File: config.mk
export PLATFORM = sky130hd
export DESIGN_NAME = vga_rect_filler
export DESIGN_NICKNAME = d
export VERILOG_FILES = /design/src/rtl/vga_rect_filler.sv
export SDC_FILE = /design/constraint.sdc
export NUM_CORES = 1
export LEC_CHECK = 0
export CORE_ASPECT_RATIO = 0.7
export CORE_UTILIZATION = 40
export DETAILED_ROUTE_END_ITERATION = 8
export PLACE_DENSITY_LB_ADDON = 0.2
export RECOVER_POWER = 100
export SYNTH_ARGS = -nofsm -noshare
export SYNTH_HDL_FRONTEND = slang
export SYNTH_SLANG_ARGS = --single-unit
File: constraint.sdc
create_clock -name vga_clock -period 2.9 [get_ports vga_clock]
set_input_delay 0.29 -clock vga_clock [delete_from_list [all_inputs] [get_ports vga_clock]]
set_output_delay 0.29 -clock vga_clock [all_outputs]
set_load 0.005 [all_outputs]
File: src/rtl/vga_rect_filler.sv
// Rectangle-fill engine: accepts one (x, y, w, h, colour) command and emits one
// framebuffer write per clock in raster order. Optional clipping: VGA_RECT_CLIP_EN.
module vga_rect_filler #(
    parameter int X_WIDTH      = 8,
    parameter int Y_WIDTH      = 7,
    parameter int COLOUR_WIDTH = 3,
    parameter int SCREEN_W     = 160,
    parameter int SCREEN_H     = 120
) (
    input  logic                    vga_clock,
    input  logic                    resetn,
    input  logic                    cmd_valid,
    output logic                    cmd_ready,
    input  logic [X_WIDTH-1:0]      cmd_x,
    input  logic [Y_WIDTH-1:0]      cmd_y,
    input  logic [X_WIDTH-1:0]      cmd_w,
    input  logic [Y_WIDTH-1:0]      cmd_h,
    input  logic [COLOUR_WIDTH-1:0] cmd_colour,
    output logic [X_WIDTH-1:0]      plot_x,
    output logic [Y_WIDTH-1:0]      plot_y,
    output logic [COLOUR_WIDTH-1:0] plot_colour,
    output logic                    plot,
    output logic                    busy,
    output logic                    done
);

    localparam logic [X_WIDTH-1:0] X_ONE      = X_WIDTH'(1);
    localparam logic [Y_WIDTH-1:0] Y_ONE      = Y_WIDTH'(1);
    localparam logic [X_WIDTH:0]   SCREEN_W_L = (X_WIDTH+1)'(SCREEN_W);
    localparam logic [Y_WIDTH:0]   SCREEN_H_L = (Y_WIDTH+1)'(SCREEN_H);

`ifdef VGA_RECT_CLIP_EN
    localparam bit CLIP_EN = 1'b1;
`else
    localparam bit CLIP_EN = 1'b0;
`endif

    typedef enum logic [1:0] {
        S_IDLE = 2'd0,
        S_DRAW = 2'd1,
        S_DONE = 2'd2
    } state_t;

    state_t                  state_q;
    logic [X_WIDTH-1:0]      x0_q, w_q, cx_q, cx_d;
    logic [Y_WIDTH-1:0]      y0_q, h_q, cy_q, cy_d;
    logic [COLOUR_WIDTH-1:0] colour_q;

    logic               last_col, last_row, drawing, in_screen;
    logic [X_WIDTH:0]   sum_x;
    logic [Y_WIDTH:0]   sum_y;

    assign last_col = (cx_q == w_q - X_ONE);
    assign last_row = (cy_q == h_q - Y_ONE);

    // NOTE: every always_comb output gets a default first so no path leaves it unassigned (no latch).
    always_comb begin
        cx_d = cx_q + X_ONE;
        cy_d = cy_q;
        if (last_col) begin
            cx_d = '0;
            cy_d = cy_q + Y_ONE;
        end
    end

    // NOTE: sequential state uses non-blocking assignments only, so all registers update together.
    // NOTE: the command registers are tiny flops, not a RAM, so resetting them costs nothing.
    always_ff @(posedge vga_clock or negedge resetn) begin
        if (!resetn) begin
            state_q  <= S_IDLE;
            x0_q     <= '0;
            y0_q     <= '0;
            w_q      <= '0;
            h_q      <= '0;
            colour_q <= '0;
            cx_q     <= '0;
            cy_q     <= '0;
        end else begin
            case (state_q)
                S_IDLE: begin
                    if (cmd_valid) begin
                        x0_q     <= cmd_x;
                        y0_q     <= cmd_y;
                        w_q      <= cmd_w;
                        h_q      <= cmd_h;
                        colour_q <= cmd_colour;
                        cx_q     <= '0;
                        cy_q     <= '0;
                        state_q  <= (cmd_w == '0 || cmd_h == '0) ? S_DONE : S_DRAW;
                    end
                end
                S_DRAW: begin
                    cx_q <= cx_d;
                    cy_q <= cy_d;
                    if (last_col && last_row) state_q <= S_DONE;
                end
                S_DONE:  state_q <= S_IDLE;
                default: state_q <= S_IDLE;
            endcase
        end
    end

    // Unwrapped sums keep the carry so clipping can see coordinates past the screen edge.
    assign sum_x     = {1'b0, x0_q} + {1'b0, cx_q};
    assign sum_y     = {1'b0, y0_q} + {1'b0, cy_q};
    assign in_screen = (sum_x < SCREEN_W_L) && (sum_y < SCREEN_H_L);
    assign drawing   = (state_q == S_DRAW);

    assign cmd_ready   = (state_q == S_IDLE);
    assign busy        = (state_q != S_IDLE);
    assign done        = (state_q == S_DONE);
    assign plot        = drawing && (!CLIP_EN || in_screen);
    assign plot_x      = drawing ? sum_x[X_WIDTH-1:0] : '0;
    assign plot_y      = drawing ? sum_y[Y_WIDTH-1:0] : '0;
    assign plot_colour = drawing ? colour_q : '0;

endmodule

==> run metrics <==
status complete, no violations; H-tree depth 2; initial antenna violation count 0; GRT Residual Overflow 0; met2 usage 0.2704; maximum vdd drop 0.0004461 V; post-synth top area cell dfrtp_1; worst hold-check path type flop to flop; crit-path cells ha_1 > a21o_1 > a21oi_2 > o21bai_2 > buf_4 > a21oi_1 > xor2_1 > nor2_1 > dlygate4sd3_1; CTS tree yes; Initial DRT Pass Iterations 4; crit end category output port; Worst EP arrival 2.49 ns; drt wl/cell 13.96 um; share of cells above drive strength 1 0.08899; GRT met3 Usage 0.03061; Leak 2.032 nW; die height 77.13 um; Yosys warning count 0; Mapped Area 0.003226 mm2; M1 GR Usage 0.2886; CP peak stage delay 0.58 ns; DR vias/cell 5.080; Req. time, crit path 2.61 ns; crit-path max FO 3; final wirelength 7330 um; n_diodes 0; post-route insts no fill 525; Ports 58; count of pins over their slew limit 0; upper clock frequency limit 0.3593 GHz; number of global-route vias before repair 2578; Final #Nets 483; Synth top area share 0.3879; Total GRT Usage 0.1848; Post-synth top cells nand2_1 (100), dfrtp_1 (50), nor2_1 (21); clock insertion delay at the later pin of the skew report 0.28 ns; hpwl dp 5533 um; initial core utilization 0.4274; clk slew on worst S/H paths 0.06 ns; Fill cells 744; Final Hold Viols 0; number of synthesized flops with an enable pin 0; remaining routing DRC violations 0; Tcrit/Tclk final 0.9598; root buffer cell clkbuf_16; Slew HR 0.02083; post-synthesis async set-or-reset flop share 1.000; endpoints failing setup 0; row count 26; Die X-Extent 109.3 um; sequential-to-total area share from yosys stat 0.3879; # placed instances 513; post-synthesis cell type count 54; min Tclk post-route 2.783 ns; final antenna-violating net count 0; crit start category flop; ys flop type dfrtp_1; first-pass GRT wire length 12300 um; Avg Inst Size Synth 8.862 um2; sum of negative setup slack 0 ns; synthesized net count 419; input/output buffers 57; total core area 0.007547 mm2; Slew @ Worst Pin 1.468 ns; total via count in the routed design 2667; PwrDens 1007 mW/mm2; routability cong. 0.8183; RSZ-0062 raised after global routing no; CP Class flop to output port; Yosys reg bits 50; clock sinks 50; area delta synth->final 26.14%; count leader, synth nand2_1; Syn Inst Count 364; worst-path cell with the longest stage delay dlygate4sd3_1; DIE AREA 0.008433 mm2; busiest layer in global routing met1; Area contributors post-synth dfrtp_1 (39%), nand2_1 (12%), ha_1 (6.6%), xnor2_1 (5.2%), xor2_1 (3.3%); 1st-iter DRT viols 146; MaxCap Viol Count 0; largest net degree at the start of global routing 35; Max clock buf depth 2; Clock Skew 0.006101 ns; TritonCTS Buffers 5
-- kinds of logic (layout without fill, tap and decap cells) --
kind of cell / count (synthesis) / after routing / share of synthesized area
AO/OA/AOI/OAI: 61 / 61 / 0.1346
XOR/XNOR: 32 / 32 / 0.08922
adder cells (fa/ha/maj): 19 / 19 / 0.07835
buffers and inverters: 28 / 91 / 0.04810
flip-flops: 50 / 50 / 0.3879
multiplexers: 4 / 4 / 0.01280
AND/OR/NAND/NOR: 170 / 170 / 0.2490
-- power by group --
group	switching (mW)	leakage [nW]	total (mW)	internal [mW]
clock	0.231	0.0688	0.565	0.334
combinational	1.16	1.33	2.30	1.13
sequential	0.260	0.637	1.24	0.977
-- path summary, 6_finish.rpt --
kind | from | end | slack (ns) | depth (start not counted)
min in group asynchronous | resetn | colour_q[0] | 0.64 | 2
hold reg to reg | colour_q[2] | colour_q[2] | 0.47 | 2
setup reg to reg | state_q[1] | cy_q[6] | 0.47 | 4
setup / recovery | x0_q[1] | plot_x[5] | 0.12 | 9
max in group asynchronous | resetn | cy_q[0] | 0.89 | 3
hold / removal | colour_q[2] | colour_q[2] | 0.47 | 2
-- per-stage QoR --
stage	setup WS [ns]	power [mW]	util	instance area (um2)	hold WS, ns
finish	0.1167	4.097	0.5391	4069	0.4689
global route	0.02200	4.496	0.5391	4069	0.4964
CTS	0.01581	4.206	0.5370	4053	0.4727
detailed placement	0.006877	3.576	0.5134	3875	0.2280
global placement	0.07609	3.534	0.5134	3875	0.2297
floorplan	0.6649	2.794	-	3226	-0.005591
-- cell type report --
| cell class | count | area (um2) | share of cell area |
|---|---|---|---|
| multi-input combinational | 286 | 1822 | 0.4477 |
| timing repair buffer | 72 | 684.4 | 0.1682 |
| inverter | 13 | 48.80 | 0.01199 |
| clock buffer | 6 | 138.9 | 0.03413 |
| tap | 98 | 122.6 | 0.03014 |
| sequential | 50 | 1252 | 0.3078 |
-- registers in the layout, summed over array words and instances (netlist names) --
register and flops:
w_q 8, cx_q 8, y0_q 7, cy_q 7, colour_q 3, h_q 7, x0_q 8, state_q 2
-- routing by layer --
| layer | wire [um] | share of wire |
|---|---|---|
| met5 | 0 | 0 |
| met3 | 333 | 0.045 |
| met4 | 19 | 0.0026 |
| met1 | 3956 | 0.54 |
| met2 | 3021 | 0.41 |
-- what timing repair did --
item / CTS / global route
setup endpoints to repair: 3 / 4
setup buffers: 1 / 4
endpoints found under the hold margin: 16 / 0
gates resized for setup: 7 / 9
hold buffers: 1 / 0
pin swaps: 2 / 7
-- cells in the final DEF (no fill, tap or decap), types with 4 or more instances in the layout --
cell | synthesis | routed
and2_1 | 7 | 7
nand2_1 | 100 | 100
clkbuf_16 | 0 | 5
buf_4 | 0 | 13
nor3_1 | 5 | 5
o21a_1 | 7 | 7
a21o_1 | 5 | 5
dlygate4sd3_1 | 0 | 18
xor2_1 | 12 | 12
nand3_1 | 5 | 5
o31ai_1 | 3 | 4
xnor2_1 | 19 | 19
nor3b_1 | 5 | 5
o21ai_0 | 5 | 5
ha_1 | 17 | 16
inv_1 | 13 | 13
a21oi_1 | 15 | 12
dfrtp_1 | 50 | 49
clkdlybuf4s50_1 | 0 | 36
nor4_1 | 4 | 5
and3_1 | 5 | 5
nor2_1 | 21 | 21
-- worst max-delay path: cells and delay by family (launching register included) --
family / cells / cell delay, ns
buffers and inverters: 2 / 0.72
AO/OA/AOI/OAI: 4 / 0.59
flip-flops: 1 / 0.40
adder cells (fa/ha/maj): 1 / 0.29
XOR/XNOR: 1 / 0.16
AND/OR/NAND/NOR: 1 / 0.05
Note: power is estimated with default switching activity, not from simulation.
